### config.mk
export PLATFORM = sky130hd
export DESIGN_NAME = controle_navegacao
export DESIGN_NICKNAME = d
export VERILOG_FILES = /design/src/rtl/controle_navegacao.sv
export SDC_FILE = /design/constraint.sdc
export NUM_CORES = 1
export LEC_CHECK = 0
export BUFFER_PORTS_ARGS = -buffer_cell sky130_fd_sc_hd__buf_2
export CAP_MARGIN = 10
export CORE_UTILIZATION = 56
export CTS_CLUSTER_DIAMETER = 150
export DETAILED_ROUTE_END_ITERATION = 12
export PLACE_DENSITY_LB_ADDON = 0.25
export SLEW_MARGIN = 20
export SYNTH_ARGS = -nofsm -noshare
export SYNTH_HDL_FRONTEND = slang
export SYNTH_SLANG_ARGS = --single-unit
### constraint.sdc
create_clock -name clockc3 -period 2.8 [get_ports clockc3]
set_input_delay 0.28 -clock clockc3 [delete_from_list [all_inputs] [get_ports clockc3]]
set_output_delay 0.28 -clock clockc3 [all_outputs]
set_load 0.03 [all_outputs]
### src/rtl/controle_navegacao.sv
// rtl/controle_navegacao.sv - left-hand wall-following navigation FSM with heading/position tracking
// Optional stuck detector enabled by STUCK_DETECT_EN.
module controle_navegacao #(
  parameter int X_W     = 4,
  parameter int Y_W     = 4,
  parameter int START_X = 0,
  parameter int START_Y = 0,
  parameter int GOAL_X  = 15,
  parameter int GOAL_Y  = 15
) (
  input  logic           clockc3,
  input  logic           reset,
  input  logic           start,
  input  logic           head,
  input  logic           left,
  input  logic           mov_done,
  output logic           girar,
  output logic           avancar,
  output logic [2:0]     rumo,
  output logic [X_W-1:0] pos_x,
  output logic [Y_W-1:0] pos_y,
  output logic           chegou,
  output logic           travado
);

  typedef enum logic [2:0] {
    S_IDLE, S_SENSE, S_TURN, S_ADVANCE, S_DONE, S_STUCK
  } state_t;

  localparam logic [2:0] NORTE = 3'b001;
  localparam logic [2:0] OESTE = 3'b010;
  localparam logic [2:0] LESTE = 3'b011;
  localparam logic [2:0] SUL   = 3'b100;

  state_t         state_q;
  logic           girar_q, avancar_q, chegou_q, jtl_q;
  logic [2:0]     rumo_q;
  logic [1:0]     pulses_q;
  logic [X_W-1:0] pos_x_q, pos_x_d;
  logic [Y_W-1:0] pos_y_q, pos_y_d;
  logic           restart, adv_done, at_goal;

`ifdef STUCK_DETECT_EN
  logic [3:0] turn_cnt_q;
  logic       travado_q;
`endif

  function automatic logic [2:0] rot_left(input logic [2:0] r);
    case (r)
      NORTE:   rot_left = OESTE;
      OESTE:   rot_left = SUL;
      SUL:     rot_left = LESTE;
      default: rot_left = NORTE;
    endcase
  endfunction

  assign restart  = start && (state_q == S_IDLE || state_q == S_DONE || state_q == S_STUCK);
  assign adv_done = (state_q == S_ADVANCE) && mov_done;
  assign at_goal  = (pos_x_q == X_W'(GOAL_X)) && (pos_y_q == Y_W'(GOAL_Y));

  // One-cell step in the current heading, saturating at the grid edges.
  always_comb begin
    pos_x_d = pos_x_q;
    pos_y_d = pos_y_q;
    case (rumo_q)
      NORTE: if (pos_y_q != '1) pos_y_d = pos_y_q + 1'b1;
      SUL:   if (pos_y_q != '0) pos_y_d = pos_y_q - 1'b1;
      LESTE: if (pos_x_q != '1) pos_x_d = pos_x_q + 1'b1;
      OESTE: if (pos_x_q != '0) pos_x_d = pos_x_q - 1'b1;
      default: ;
    endcase
  end

  always_ff @(posedge clockc3) begin
    if (reset) begin
      state_q   <= S_IDLE;
      girar_q   <= 1'b0;
      avancar_q <= 1'b0;
      chegou_q  <= 1'b0;
      jtl_q     <= 1'b0;
      rumo_q    <= NORTE;
      pulses_q  <= '0;
      pos_x_q   <= X_W'(START_X);
      pos_y_q   <= Y_W'(START_Y);
`ifdef STUCK_DETECT_EN
      travado_q <= 1'b0;
`endif
    end else begin
      case (state_q)
        S_IDLE, S_DONE, S_STUCK: begin
          if (restart) begin
            state_q  <= S_SENSE;
            pos_x_q  <= X_W'(START_X);
            pos_y_q  <= Y_W'(START_Y);
            rumo_q   <= NORTE;
            jtl_q    <= 1'b0;
            chegou_q <= 1'b0;
`ifdef STUCK_DETECT_EN
            travado_q <= 1'b0;
`endif
          end
        end
        S_SENSE: begin
          if (at_goal) begin
            state_q  <= S_DONE;
            chegou_q <= 1'b1;
          end else if (!left && !jtl_q) begin
            state_q  <= S_TURN;
            girar_q  <= 1'b1;
            rumo_q   <= rot_left(rumo_q);
            pulses_q <= 2'd0;
            jtl_q    <= 1'b1;
          end else if (!head) begin
            state_q   <= S_ADVANCE;
            avancar_q <= 1'b1;
          end else begin
            // Right turn realised as three left quarter-turns.
            state_q  <= S_TURN;
            girar_q  <= 1'b1;
            rumo_q   <= rot_left(rumo_q);
            pulses_q <= 2'd2;
          end
        end
        S_TURN: begin
          if (girar_q) begin
            girar_q <= 1'b0;
          end else if (pulses_q != 2'd0) begin
            girar_q  <= 1'b1;
            rumo_q   <= rot_left(rumo_q);
            pulses_q <= pulses_q - 2'd1;
          end else begin
`ifdef STUCK_DETECT_EN
            if (turn_cnt_q[3]) begin
              state_q   <= S_STUCK;
              travado_q <= 1'b1;
            end else begin
              state_q <= S_SENSE;
            end
`else
            state_q <= S_SENSE;
`endif
          end
        end
        S_ADVANCE: begin
          if (adv_done) begin
            pos_x_q   <= pos_x_d;
            pos_y_q   <= pos_y_d;
            avancar_q <= 1'b0;
            jtl_q     <= 1'b0;
            state_q   <= S_SENSE;
          end
        end
        default: state_q <= S_IDLE;
      endcase
    end
  end

`ifdef STUCK_DETECT_EN
  // Pulses since the last completed advance; each girar high cycle is one pulse.
  always_ff @(posedge clockc3) begin
    if (reset || restart || adv_done) begin
      turn_cnt_q <= '0;
    end else if (girar_q) begin
      turn_cnt_q <= turn_cnt_q + 4'd1;
    end
  end
  assign travado = travado_q;
`else
  assign travado = 1'b0;
`endif

  assign girar   = girar_q;
  assign avancar = avancar_q;
  assign chegou  = chegou_q;
  assign rumo    = rumo_q;
  assign pos_x   = pos_x_q;
  assign pos_y   = pos_y_q;

endmodule

; Word level (Yosys, flattened, before mapping)
; Cells that the tools add are included.
[totals]
elab_cells = 121
out_inout_bits = 15
register_bits = 20
[op_classes]
eq_ne = 30
mux = 49
reduce_logical = 28
n_addsub = 5
[op_table]
columns = operator, n
row1 = 4-bit one-hot mux with 2 select lines, 4
row2 = 3-bit two-way mux, 10
row3 = 4-bit two-way mux, 7
row4 = "2-bit != test, second input constant", 10
row5 = 3-bit one-hot mux with 3 select lines, 2
row6 = 6-bit AND reduction, 3
row7 = 1-bit two-way mux, 15
row8 = "3-bit != test, second input constant", 5
row9 = 5-bit AND reduction, 3
row10 = "3-bit by 2-bit equality test with 1-bit output, second input constant", 4
row11 = 3-bit one-hot mux with 4 select lines, 1
row12 = 2-bit two-way mux, 5
row13 = 2-bit nonzero test, 5
row14 = "3-bit equality test, second input constant", 3
row15 = "4-bit by 1-bit adder with 4-bit output, second input constant", 2
row16 = "4-bit equality test, second input constant", 2
row17 = "4-bit != test, second input constant", 2
row18 = 4-bit nonzero test, 2
row19 = "4-bit by 1-bit subtractor with 4-bit output, second input constant", 2
row20 = "3-bit by 1-bit equality test with 1-bit output, second input constant", 2
row21 = "3-bit by 1-bit != test with 1-bit output, second input constant", 2
row22 = 1-bit one-hot mux with 2 select lines, 3
row23 = 3-bit AND reduction, 2
row24 = 3-bit nonzero test, 2
row25 = 9 further kinds, 14

; Depth between registers and ports, before layout
[depth]
depth_word = 6
depth_mapped = 8
ltp_nobuf = 8

; Worst setup path before layout
; OpenSTA, ideal clock, no wires.
[synth_path]
path_type = register to register
from = register rumo_q[2] (netlist: rumo[2])
to = register pos_y_q[3] (netlist: pos_y[3])
stages_incl_launch_ff = 8
required_time_ps = 2705
t_arrival_ps = 2051
setup_slack_ps = 654
synth_period_minus_slack_ps = 2146
path_cell_list = dfxtp_1 > nor3b_2 > ha_1 > a21o_1 > a21oi_1 > xnor2_1 > o21a_1 > a221oi_1
[synth_via]
elab_chain_cells = 4
[synth_rtl]
columns = item, line_no
row1 = "start, declared", 37  ; logic [2:0] rumo_q;
row2 = "start signal, assigned", 110  ; rumo_q <= rot_left(rumo_q);
row3 = "start signal, assigned", 120  ; rumo_q <= rot_left(rumo_q);
row4 = "start signal, assigned", 129  ; rumo_q <= rot_left(rumo_q);
row5 = 3-bit equality test / 3-bit by 1-bit equality test with 1-bit output (equally long branches), 65  ; case (rumo_q)
row6 = 4-bit one-hot mux with 2 select lines, 65
row7 = 4-bit two-way mux, 145  ; if (adv_done) begin
row8 = 4-bit one-hot mux with 2 select lines, 89  ; case (state_q)
row9 = "end signal, assigned", 84  ; pos_y_q <= Y_W'(START_Y);
row10 = "end signal, assigned", 94  ; pos_y_q <= Y_W'(START_Y);
row11 = "end signal, assigned", 147  ; pos_y_q <= pos_y_d;
row12 = "end, declared", 40  ; logic [Y_W-1:0] pos_y_q, pos_y_d;
; Parallel ways exist; a longest one is shown, timed or not. The select of a mux whose other input is x is not followed.
; A chain may end at the register's enable or synchronous reset.

; Final worst setup path
; Ends and elaborated chain as after synthesis.

==> impl_metrics.py <==
metrics = {
    "power": {
        "power_frac_clock_pct": 15.2,
        "netSwitchingFraction_pct": 42.3,
        "seqPwrFrac_pct": 42.7,
        "power.share.combinational_pct": 42.1,
        "intPower_uw": 521,
        "switchingPower_uw": 382,
        "peakVddDrop_v": 0.000447,
        "p_leak_uw": 0.000589,
        "power.density_nw_per_um2": 608,
    },
    "worst_setup_path": {
        "crit_arrival_ps": 2390,
        "start_kind": "flip-flop",
        "r2r_end": "pos_y[3]",
        "cp_num_buf_inv": 0,
        "reg2reg_slack_ps": 630,
        "path_delay_family": "compound AO/OA/AOI/OAI gates",
        "cpPeakStageDelay_ps": 440,
        "reg2reg_depth": 7,
        "crit_end": "pos_y[3]",
        "critPathKind": "reg2reg",
        "crit_start": "rumo[2]",
        "path_cells": "nor3b_2 > ha_1 > a21o_1 > a21oi_1 > xnor2_1 > o21a_1 > a221oi_1",
        "cp_max_fo": 6,
        "worstSetupPathDepth": 7,
        "required_ps": 3010,
        "r2r_start": "rumo[2]",
        "cp_slowest_cell": "dfxtp_1",
        "end_kind": "flip-flop",
    },
    "routing": {
        "ant_nets": 0,
        "drc": 0,
        "vias_per_cell": 6.30,
        "vias": 1272,
        "drt_iter0_drc": 34,
        "drtPass1Iterations": 4,
        "wl_per_cell_um": 15.2,
        "wl_um": 3080,
    },
    "sta": {
        "tightest_slew_ps": 542,
        "final_max_slew_viol_count": 0,
        "hold_viol_final": 0,
        "rsz0062_at_grt": "false",
        "min_period_ps": 2170,
        "slew_headroom_pct": 63.8,
        "finalSetupViolCount": 0,
        "tns_ps": 0,
        "fin_crit_sh_pct": 77.7,
        "fmax_mhz": 460,
        "fin_ws_ps": 626,
        "skew_ps": 8.02,
    },
    "cts": {
        "clk_latency_ps": 300,
        "htree_levels": 1,
        "cts_sinks": 20,
        "cts_setup_buffers": 0,
        "cts_root_buffer": "clkbuf_4",
        "clkTransAtPathRegs_ps": 110,
        "cts_resized": 0,
        "ctsHoldBuffers": 0,
        "cts_buffers": 3,
        "cts_max_path_buffers": 2,
        "cts_tree": "yes",
    },
    "logic_synthesis": {
        "synth_edf_count": 0,
        "synthCells": 160,
        "seq_area_frac_synth_pct": 28.9,
        "synth_cell_type_count": 60,
        "syn-cell-area_um2": 1390,
        "syn_area_per_cell_um2": 8.66,
        "ys_seq_elements": 20,
        "synthFlopType": "dfxtp_1",
        "async_reset_ff_share_pct": 0,
        "ys_warn_count": 0,
        "synth_fp_nets": 172,
    },
    "cells_and_area": {
        "regArea_um2": 400,
        "antenna_cells": 0,
        "stdcell_count": 202,
        "drive_gt1_share_pct": 21.3,
        "finalNetCount": 188,
        "fill_cells": 195,
        "area_growth_syn_to_layout_pct": 7.23,
        "multiInputGateArea_um2": 906,
        "layout_commonest_cell": "dfxtp_1",
        "mostFrequentLayoutCells": "dfxtp_1 (20), buf_2 (19), nor2_1 (11), a21oi_1 (11), nand2_1 (8)",
    },
    "grt": {
        "grt_pass1_vias": 1216,
        "antenna_found_initial": 0,
        "grt_overflow": 0,
        "grt_use_total_pct": 26.2,
        "grt_max_degree": 25,
        "grt_pass1_wl_um": 5310,
    },
    "place": {
        "gp_congestion": 0.820,
        "post-place-cells": 199,
        "dp_slack_ps": 658,
        "dp.final_hpwl_um": 2330,
        "io_buffers": 19,
    },
    "floorplan": {
        "rows": 17,
        "fp.dieW_um": 51.7,
        "die_area_um2": 2680,
        "die_h_um": 51.7,
        "start_util_pct": 60.9,
        "coreArea_um2": 2280,
        "pin_count": 21,
    },
    "worst_hold_path": {
        "hold_path_depth": 4,
        "min_path_type": "in2reg",
    },
    "run": {
        "cap_violations": 0,
    },
    "run_status": {
        "status": "finished, final reports clean",
    },
}
sequential cells by signal (all words and copies together), names as in the netlist:
signal and count:
pos_x 4, pos_y 4, rumo 3, state_q 3
pulses_q 2, avancar 1, chegou 1, girar 1
jtl_q 1
synthesized netlist by cell type (3+ instances only):
cell type | n | area [µm²]
dfxtp_1 | 20 | 400
a21oi_1 | 11 | 55.1
nor2_1 | 11 | 41.3
nand2_1 | 8 | 30.0
inv_1 | 7 | 26.3
nand2b_1 | 6 | 37.5
o21ai_0 | 6 | 30.0
ha_1 | 5 | 62.6
nand3_1 | 5 | 25.0
o31ai_1 | 5 | 37.5
nor3_1 | 4 | 20.0
nand4_1 | 3 | 18.8
o21ai_1 | 3 | 15.0
xnor2_1 | 3 | 26.3
worst register-to-register path, delay by kind of cell, from the launching register on:
family	cells	cell delay, ps
fa+ha+maj	1	320
xor+xnor	1	100
flops	1	440
simple gates	1	440
compound gates	4	760
metrics by stage:
stage | utilization [%] | cell area [µm²] | power (µW) | hold WS, ps
2_1_floorplan | - | 1390 | 691 | 448
3_3_place_gp | 64.3 | 1460 | 749 | 441
3_5_place_dp | 64.3 | 1460 | 763 | 452
4_1_cts | 65.3 | 1490 | 900 | 317
5_1_grt | 65.3 | 1490 | 962 | 347
6_report | 65.3 | 1490 | 904 | 340
cell families after synthesis:
kind of cell	after synthesis	share of synthesized area [%]
other	1	0.271
AO/OA/AOI/OAI	55	30.2
adder cells (fa/ha/maj)	6	5.96
buffers and inverters	15	5.69
flip-flops	20	28.9
multiplexers	1	0.723
AND/OR/NAND/NOR	57	25.1
XOR/XNOR	5	3.16
how the worst min path moves through the flow:
stage           startpoint          end  slack, ps
4_1_cts              start       chegou        320
5_1_grt              start   state_q[2]        350
2_1_floorplan  pulses_q[1]  pulses_q[1]        450
6_report             start       chegou        340
3_5_place_dp       avancar      avancar        450
3_3_place_gp       avancar      avancar        440
area by class of cell:
class	instances	area share, %
multi-input cells	125	61.0
flip-flops and latches	20	27.0
repair buffers	19	6.40
well taps	28	2.36
inverters	7	1.77
clock buffers	3	1.52
routing by layer:
layer  vias up  track usage, %  routed length [µm]
li1        632               -                   -
met4         0            10.8                  58
met5         -               0                   0
met3         7            3.51                 140
met1       596            35.1                1450
met2        37            42.2                1430
power by group through the flow:
stage          clock network (µW)  registers (µW)  logic, µW
6_report                      138             386        380
5_1_grt                       156             392        414
4_1_cts                       141             384        376
3_5_place_dp                    0             390        374
3_3_place_gp                    0             386        363
2_1_floorplan                   0             387        305
(Power assumes the default switching activity.)
